==> src/rtl/uart_rx_fifo_pkg.sv <==
// Shared UART receive-buffer definitions.
// Entry layout, flag positions and capture FSM encoding.
package uart_rx_fifo_pkg;

  localparam int ENT_W    = 10;
  localparam int ENT_FERR = 9;
  localparam int ENT_PERR = 8;

  typedef enum logic [1:0] {
    IDLE     = 2'd0,
    CLEAR    = 2'd1,
    WAIT_LOW = 2'd2
  } cap_state_e;

  function automatic logic [ENT_W-1:0] pack_entry(
    input logic       ferr,
    input logic       perr,
    input logic [7:0] data
  );
    logic [ENT_W-1:0] e;
    e           = '0;
    e[7:0]      = data;
    e[ENT_PERR] = perr;
    e[ENT_FERR] = ferr;
    return e;
  endfunction

endpackage

==> src/rtl/uart_rx_fifo_fifo.sv <==
// Generic first-word-fall-through FIFO with explicit fill count.
// Head entry reads combinationally; empty FIFO presents zero.
module sync_fifo_fwft #(
  parameter int W     = 10,
  parameter int DEPTH = 16,
  parameter int AW    = 4
) (
  input  logic          clk,
  input  logic          rst,
  input  logic          wr_en,
  input  logic [W-1:0]  wr_data,
  input  logic          rd_en,
  output logic [W-1:0]  rd_data,
  output logic          empty,
  output logic          full,
  output logic [AW:0]   count
);

  localparam logic [AW:0] FULL_CNT = DEPTH[AW:0];
  localparam logic [AW:0] ONE      = 1;

  logic [W-1:0]  mem_q [DEPTH];
  logic [AW-1:0] wr_ptr_q, wr_ptr_d;
  logic [AW-1:0] rd_ptr_q, rd_ptr_d;
  logic [AW:0]   cnt_q, cnt_d;
  logic          do_wr, do_rd;

  assign empty = (cnt_q == '0);
  assign full  = (cnt_q == FULL_CNT);
  assign count = cnt_q;
  assign do_wr = wr_en & ~full;
  assign do_rd = rd_en & ~empty;

  assign rd_data = empty ? '0 : mem_q[rd_ptr_q];

  always_comb begin
    wr_ptr_d = wr_ptr_q;
    rd_ptr_d = rd_ptr_q;
    cnt_d    = cnt_q;
    if (do_wr) wr_ptr_d = wr_ptr_q + AW'(1);
    if (do_rd) rd_ptr_d = rd_ptr_q + AW'(1);
    unique case ({do_wr, do_rd})
      2'b10:   cnt_d = cnt_q + ONE;
      2'b01:   cnt_d = cnt_q - ONE;
      default: cnt_d = cnt_q;
    endcase
  end

  always_ff @(posedge clk or negedge rst) begin
    if (!rst) begin
      wr_ptr_q <= '0;
      rd_ptr_q <= '0;
      cnt_q    <= '0;
    end else begin
      wr_ptr_q <= wr_ptr_d;
      rd_ptr_q <= rd_ptr_d;
      cnt_q    <= cnt_d;
    end
  end

  // Storage needs no reset; unread slots are never presented.
  always_ff @(posedge clk) begin
    if (do_wr) mem_q[wr_ptr_q] <= wr_data;
  end

endmodule

==> src/rtl/uart_rx_fifo.sv <==
// UART receive buffer: drains the engine holding register
// into a FWFT FIFO and tracks overrun stalls.
module uart_rx_fifo
  import uart_rx_fifo_pkg::*;
#(
  parameter int DEPTH = 16,
  parameter int AW    = 4,
  parameter int WMARK = 8
) (
  input  logic             clk,
  input  logic             rst,
  input  logic             rx_rdy,
  input  logic [7:0]       rx_data,
  input  logic             rx_perr,
  input  logic             rx_ferr,
  output logic             rx_clr,
  input  logic             rd,
  output logic [ENT_W-1:0] rd_data,
  output logic             empty,
  output logic             full,
  output logic [AW:0]      count,
  output logic             wmark,
  output logic             stall,
  input  logic             stall_clr
);

  localparam logic [AW:0] WM = WMARK[AW:0];

  cap_state_e state_q, state_d;
  logic       rx_clr_q, rx_clr_d;
  logic       rdy_q, blk_q, blk_d;
  logic       stall_q, stall_d;
  logic       cap, stall_set;
  logic       full_w, empty_w;
  logic [AW:0] count_w;

  sync_fifo_fwft #(
    .W     (ENT_W),
    .DEPTH (DEPTH),
    .AW    (AW)
  ) u_fifo (
    .clk     (clk),
    .rst     (rst),
    .wr_en   (cap),
    .wr_data (pack_entry(rx_ferr, rx_perr, rx_data)),
    .rd_en   (rd),
    .rd_data (rd_data),
    .empty   (empty_w),
    .full    (full_w),
    .count   (count_w)
  );

  always_comb begin
    state_d = state_q;
    cap     = 1'b0;
    unique case (state_q)
      IDLE: begin
        if (rx_rdy && !full_w) begin
          cap     = 1'b1;
          state_d = CLEAR;
        end
      end
      CLEAR:    state_d = WAIT_LOW;
      WAIT_LOW: if (!rx_rdy) state_d = IDLE;
      default:  state_d = IDLE;
    endcase
    rx_clr_d = (state_d == CLEAR);
  end

  // A blocked byte flags once per episode, plus on any rise while full.
  always_comb begin
    blk_d     = rx_rdy & full_w & (state_q == IDLE);
    stall_set = (rx_rdy & ~rdy_q & full_w) | (blk_d & ~blk_q);
    stall_d   = stall_set | (stall_q & ~stall_clr);
  end

  always_ff @(posedge clk or negedge rst) begin
    if (!rst) begin
      state_q  <= IDLE;
      rx_clr_q <= 1'b0;
      rdy_q    <= 1'b0;
      blk_q    <= 1'b0;
      stall_q  <= 1'b0;
    end else begin
      state_q  <= state_d;
      rx_clr_q <= rx_clr_d;
      rdy_q    <= rx_rdy;
      blk_q    <= blk_d;
      stall_q  <= stall_d;
    end
  end

  assign rx_clr = rx_clr_q;
  assign empty  = empty_w;
  assign full   = full_w;
  assign count  = count_w;
  assign wmark  = (count_w >= WM);
  assign stall  = stall_q;

endmodule
==> config.mk <==
export PLATFORM = sky130hd
export DESIGN_NAME = uart_rx_fifo
export DESIGN_NICKNAME = d
export VERILOG_FILES = /design/src/rtl/uart_rx_fifo_pkg.sv /design/src/rtl/uart_rx_fifo_fifo.sv /design/src/rtl/uart_rx_fifo.sv
export SDC_FILE = /design/constraint.sdc
export NUM_CORES = 1
export LEC_CHECK = 0
export CORE_ASPECT_RATIO = 1.1
export CORE_MARGIN = 2
export CORE_UTILIZATION = 51
export DETAILED_ROUTE_END_ITERATION = 8
export PLACE_DENSITY = 0.68
export SKIP_CTS_REPAIR_TIMING = 1
export SLEW_MARGIN = 15
export SYNTH_ARGS = -nofsm -noshare
export SYNTH_HDL_FRONTEND = slang
export SYNTH_SLANG_ARGS = --single-unit
==> constraint.sdc <==
create_clock -name clk -period 6.3 [get_ports clk]
set_input_delay 0.945 -clock clk [delete_from_list [all_inputs] [get_ports clk]]
set_output_delay 0.945 -clock clk [all_outputs]
set_load 0.02 [all_outputs]
==> results of run 1 <==
sequential cells by signal, indices dropped and copies added (netlist names):
signal           cells
blk_q                1
u_fifo.mem_q       160
u_fifo.wr_ptr_q      4
state_q              2
u_fifo.count         5
u_fifo.rd_ptr_q      4
rdy_q                1
stall                1
rx_clr               1
routing by layer:
layer | up-vias | wire (um) | part of all wire, %
li1 | 1564 | - | -
met1 | 1797 | 5600 | 39
met2 | 101 | 7640 | 54
met3 | 10 | 887 | 6.2
met4 | 0 | 146 | 1.0
met5 | - | 0 | 0
synthesized netlist by cell type, types with 2 or more instances:
cell / count
nand3_1: 4
nor3b_1: 4
xnor2_1: 9
nor4b_1: 4
nand2_1: 4
a21oi_1: 15
mux4_1: 2
buf_2: 8
edfxtp_1: 160
mux4_2: 38
o21ai_1: 10
and4_1: 4
buf_4: 2
nor3_1: 3
clkbuf_1: 6
and3_1: 5
inv_1: 8
mux2i_1: 10
xor2_1: 4
nor2_1: 2
o21ai_0: 3
ha_1: 8
mux2_2: 11
dfrtp_1: 19
buf_6: 4
cell usage in the layout, fill, tap and decap left out, types with 4 or more instances in the layout:
cell type / count
edfxtp_1: 160
mux4_2: 38
clkdlybuf4s50_1: 34
dfrtp_1: 17
clkbuf_16: 17
a21oi_1: 15
mux2_2: 11
mux2i_1: 10
o21ai_1: 10
xnor2_1: 9
inv_1: 8
ha_1: 8
bufinv_16: 6
buf_4: 6
and3_1: 5
xor2_1: 4
nand2_1: 4
nand3_1: 4
and4_1: 4
nor3b_2: 4
nor4b_2: 4
clkinv_4: 4
cell families after synthesis:
| group | synth area share [%] |
|---|---|
| compound gates | 2.89 |
| xor+xnor | 1.56 |
| fa+ha+maj | 1.38 |
| buf+inv | 2.48 |
| flops | 72.5 |
| mux | 15.7 |
| simple gates | 3.44 |
layout make-up:
| type | count | area share (%) |
|---|---|---|
| tap | 188 | 2.77 |
| timing repair buffer | 40 | 4.55 |
| sequential | 179 | 62.3 |
| clock buffer | 17 | 5.02 |
| clock inverter | 15 | 2.97 |
| multi-input combinational | 157 | 22.0 |
| inverter | 9 | 0.399 |
critical path, stage by stage (launching register included):
cell and delay, ns:
dfrtp_2 1.02, buf_4 0.36, mux4_2 0.54, mux2_2 0.27, o21ai_1 0.11, a21oi_1 0.06, clkdlybuf4s50_1 0.58
per-stage QoR:
stage                     worst slack [ns]  total power, uW  std cells  cell area (sq um)  util [%]
after floorplan                       3.52             2470        367               7280         -
after global placement                2.39             2830        573               7800      56.3
after detailed placement              2.36             2860        573               7800      56.3
after CTS                             1.90             4050        605               8480      61.2
after global routing                  1.74             4200        605               8480      61.2
final                                 1.97             4000        605               8480      61.2
worst paths after layout:
check / startpoint / endpoint / slack [ns]
min reg2reg: state_q[0] / blk_q / 0.49
max: u_fifo.rd_ptr_q[1] / rd_data[2] / 1.97
max reg2reg: u_fifo.count[1] / u_fifo.count[4] / 3.18
min in group asynchronous: rst / rx_clr / 1.03
max in group asynchronous: rst / u_fifo.rd_ptr_q[1] / 4.67
min: state_q[0] / blk_q / 0.49
power by group:
group / switching (uW) / internal, uW / total [uW]
Sequential: 238 / 1420 / 1650
Clock: 433 / 748 / 1180
Combinational: 536 / 632 / 1170
Total: 1210 / 2800 / 4000
==> impl_summary.log, run 1 <==
INFO  metric grt_setup_unrepaired = false
INFO  metric dr_total_vias = 3472
INFO  metric overall_track_demand_over_capacity_in_global_routing = 20.7%
INFO  metric setup_total_negative_slack = 0 ns
INFO  metric floorplan.core_area = 0.0139 sq mm
INFO  metric clock_tree_from_tritoncts = done
INFO  metric r2r.worst_path.cells = 10
INFO  metric fillerInstances = 1027
INFO  metric antenna_found_initial = 0
INFO  metric initial_drc_count = 289
INFO  metric synthesis.nets = 390
INFO  metric final_weighted_congestion_in_routability_driven_placement = 0.773
INFO  metric cp_data_required_time = 5.35 ns
INFO  metric cts_root_buffer = clkbuf_16
INFO  metric avgSynthCellArea = 19.8 sq um
INFO  metric synth_enable_flop_cells = 160
INFO  metric gr-max-usage-layer = met2
INFO  metric leakage_power_of_the_design = 0.00283 uW
INFO  metric post_synth_inst_count = 367
INFO  metric slew-limit-headroom = 22.5%
INFO  metric holdPathStages = 1
INFO  metric worst_skew_pair.late_latency = 0.42 ns
INFO  metric drt_drc_violations_left = 0
INFO  metric htree_num_levels = 4
INFO  metric irDropWorstVdd = 0.000268 V
INFO  metric setup.worst_path.end_class = primary output
INFO  metric fp-row-count = 45
INFO  metric layout_min_cycle_time = 4.33 ns
INFO  metric synth.cell_area = 0.00728 sq mm
INFO  metric power_density = 472 mW/mm^2
INFO  metric report.final.setup_viol = 0
INFO  metric timing_hold_violations_final = 0
INFO  metric startpoint_type = flop
INFO  metric vias_in_the_first_global_route = 3733
INFO  metric synth-seq-area-share = 72.5%
INFO  metric sequential_cell_area = 0.00528 sq mm
INFO  metric postRouteWirelength = 14300 um
INFO  metric synth.yosys.warnings = 0
INFO  metric synth.top_cells.by_area = edfxtp_1 (66%), mux4_2 (12%), dfrtp_1 (6.5%)
INFO  metric cap_viol_max_count = 0
INFO  metric pin_count = 35
INFO  metric final_layout_size_suffix_gt1_share = 24.7%
INFO  metric route.detailed.wl_per_inst = 23.6 um
INFO  metric min_path_type = flop to flop
INFO  metric floorplan.initialDensity = 52.5%
INFO  metric achievable-frequency = 231 MHz
INFO  metric route.antenna.remaining_nets = 0
INFO  metric synthArstFlopShare = 10.6%
INFO  metric via_per_inst = 5.74
INFO  metric netlist-cell-type-count = 45
INFO  metric post-synth-top-area-cell = edfxtp_1
INFO  metric antenna-diode-count = 0
INFO  metric worst_pin_slew = 1.16 ns
INFO  metric drv_slew = 0
INFO  metric multi_input_gate_area_in_the_final_layout = 0.00186 sq mm
INFO  metric crit_path_max_fanout = 34
INFO  metric finalCritPeriodShare = 68.8%
INFO  metric port_buffers = 34
INFO  metric grt_util_met1 = 26.8%
INFO  metric grt.met2_usage = 34.3%
INFO  metric grt_max_degree = 35
INFO  metric cts_num_sinks = 179
INFO  metric worst_setup_hold_path_clk_slew = 0.06 ns
INFO  metric cts_inserted_buffers = 17
INFO  metric top_cell_type_s_share_of_synthesized_area = 66.0%
INFO  metric globalRoute.totalOverflow = 0
INFO  metric worst-setup-path-type = flop to primary output
INFO  metric drt-pass1-iter-count = 4
INFO  metric die-width = 118 um
INFO  metric nNetsFinal = 427
INFO  metric fin_worst_skew = 0.00558 ns
INFO  metric relative_area_change_from_synthesis_to_final_layout = 16.5%
INFO  metric grt_pass1_wl = 22400 um
INFO  metric grtUsageMet3 = 5.11%
INFO  metric dp_hpwl = 8510 um
INFO  metric ys_ff_latch = 179
INFO  metric cts_max_path_buffers = 2
INFO  metric status = complete, no violations
INFO  metric worstPathArrival = 3.39 ns
INFO  metric die_h = 129 um
INFO  metric timing.hold.ws = 0.493 ns
INFO  metric die-area = 0.0152 sq mm
INFO  metric synth_ff_type = edfxtp_1
(Power assumes the default switching activity.)
==> run 2: changes to the inputs <==
Clock period 6.3 ns to 4.12 ns, I/O delays scaled along.
==> run 2 against run 1 <==
Clock-buffer cell count up 1. Wire length is 0.72% higher. Non-clock buffer count grew 5. Via count increased by 3.3%. Critical path type unchanged. Critical endpoint is now rd_data[8].
==> impl_summary.log, run 2 (same netlist as run 1, synthesis figures left out) <==
INFO  metric status = complete, no violations
INFO  metric die-width = 118 um
INFO  metric antenna-diode-count = 0
INFO  metric share_comb_of_total_power = 30.3%
INFO  metric clock_tree_from_tritoncts = done
INFO  metric vias_in_the_first_global_route = 3797
INFO  metric worstPathArrival = 3.25 ns
INFO  metric port_buffers = 34
INFO  metric power.switching_fraction = 30.1%
INFO  metric cap_viol_max_count = 0
INFO  metric dr_total_vias = 3585
INFO  metric initial_drc_count = 276
INFO  metric die-area = 0.0152 sq mm
INFO  metric nNetsFinal = 432
INFO  metric floorplan.initialDensity = 52.5%
INFO  metric power_density = 722 mW/mm^2
INFO  metric crit_path_max_fanout = 36
INFO  metric sequential_cell_area = 0.00528 sq mm
INFO  metric fin_worst_skew = 0.00925 ns
INFO  metric power.share.sequential = 40.6%
INFO  metric postRouteWirelength = 14400 um
INFO  metric cts_root_buffer = clkbuf_16
INFO  metric floorplan.core_area = 0.0139 sq mm
INFO  metric fillerInstances = 1022
INFO  metric worst_skew_pair.late_latency = 0.43 ns
INFO  metric worst_pin_slew = 1.07 ns
INFO  metric biggest_register = u_fifo.mem_q
INFO  metric drv_slew = 0
INFO  metric detailed_place.area = 0.00786 sq mm
INFO  metric finalCritPeriodShare = 93.9%
INFO  metric irDropWorstVdd = 0.000576 V
INFO  metric clock_power_share = 29.1%
INFO  metric route.detailed.wl_per_inst = 23.6 um
INFO  metric worst-setup-path-type = flop to primary output
INFO  metric via_per_inst = 5.88
INFO  metric fp-row-count = 45
INFO  metric die_h = 129 um
INFO  metric final_weighted_congestion_in_routability_driven_placement = 0.743
INFO  metric dp_hpwl = 8510 um
INFO  metric achievable-frequency = 259 MHz
INFO  metric layout.cells.most_common = edfxtp_1
INFO  metric min_path_type = flop to flop
INFO  metric timing_hold_violations_final = 0
INFO  metric report.final.setup_viol = 0
INFO  metric setup.worst_path.end_class = primary output
INFO  metric cts_max_path_buffers = 2
INFO  metric route.antenna.remaining_nets = 0
INFO  metric pin_count = 35
INFO  metric final_layout_size_suffix_gt1_share = 25.1%
INFO  metric relative_area_change_from_synthesis_to_final_layout = 17.1%
INFO  metric htree_num_levels = 4
INFO  metric grt_pass1_wl = 22300 um
INFO  metric fin_area = 0.00853 sq mm
INFO  metric leakage_power_of_the_design = 0.00285 uW
INFO  metric net-switching-power = 1850 uW
INFO  metric cts_num_sinks = 179
INFO  metric grt_setup_unrepaired = false
INFO  metric startpoint_type = flop
INFO  metric drt-pass1-iter-count = 4
INFO  metric cts_inserted_buffers = 17
INFO  metric top_library_cells_by_usage_in_the_layout_fill_and_taps_aside = edfxtp_1 (160), mux4_2 (38), clkdlybuf4s50_1 (34)
INFO  metric cellInternalPower = 4300 uW
INFO  metric antenna_found_initial = 0
INFO  metric multi_input_gate_area_in_the_final_layout = 0.00186 sq mm
INFO  metric cp_data_required_time = 3.50 ns
INFO  metric layout_min_cycle_time = 3.87 ns
INFO  metric drt_drc_violations_left = 0
INFO  metric globalRoute.totalOverflow = 0
INFO  metric grt_max_degree = 37
INFO  metric overall_track_demand_over_capacity_in_global_routing = 20.6%
INFO  metric setup_total_negative_slack = 0 ns
INFO  metric slew-limit-headroom = 28.8%
INFO  metric largest_register_ffs = 160
INFO  metric worst_setup_hold_path_clk_slew = 0.06 ns
## run 2: cell types whose count changed in the layout (fill, tap and decap cells not counted), moves of 2 or more
cell / previous run / this run
buf_12: 0 / 2
buf_4: 6 / 9
clkinv_4: 4 / 1
clkinvlp_4: 0 / 3
inv_6: 3 / 1
## run 2: through the flow
stage	power [uW]	cells	utilization (%)	hold WS [ns]	setup WS, ns
4_1_cts	6210	610	61.6	0.490	0.194
2_1_floorplan	3780	367	-	0.322	1.34
3_3_place_gp	4380	578	56.8	0.468	0.666
6_report	6150	610	61.6	0.489	0.253
5_1_grt	6420	610	61.6	0.522	0.0660
3_5_place_dp	4410	578	56.8	0.479	0.668
## run 2: worst paths after layout
check | from | end | slack, ns | cells past startpoint
setup / recovery | u_fifo.rd_ptr_q[1] | rd_data[8] | 0.25 | 5
hold / removal | state_q[0] | blk_q | 0.49 | 1
setup reg to reg | u_fifo.count[1] | u_fifo.count[4] | 1.00 | 10
hold reg to reg | state_q[0] | blk_q | 0.49 | 1
max in group asynchronous | rst | u_fifo.rd_ptr_q[0] | 2.85 | 1
min in group asynchronous | rst | u_fifo.count[4] | 0.68 | 1
## run 2: power groups by stage
stage | logic [uW] | registers [uW] | clock network, uW
after floorplan | 1460 | 2320 | 0
after global placement | 1850 | 2530 | 0
after detailed placement | 1870 | 2540 | 0
after CTS | 1890 | 2510 | 1820
after global routing | 2000 | 2540 | 1880
final | 1860 | 2500 | 1790
## run 2: per-layer routing
metal  global-route usage (%)  part of all wire [%]  vias up  routed length, um
li1                         -                     -     1569                  -
met1                     26.6                    43     1898               6220
met2                     34.3                    50       99               7240
met3                     4.23                   4.3       19                619
met4                     9.14                   2.1        0                309
met5                        0                     0        -                  0
## run 2: critical path, stage by stage, from the launching register on
cell and delay, ns:
dfrtp_2 1.07, mux4_2 0.61, mux2_2 0.30, o21ai_1 0.18, a21oi_1 0.06, clkdlybuf4s50_1 0.58
## run 2: layout make-up
| cell class | count | area share (%) |
|---|---|---|
| Inverter | 9 | 0.396 |
| Clock inverter | 14 | 2.74 |
| Multi-Input combinational cell | 157 | 21.9 |
| Timing Repair Buffer | 45 | 5.25 |
| Tap cell | 188 | 2.76 |
| Clock buffer | 18 | 5.03 |
| Sequential cell | 179 | 62.0 |
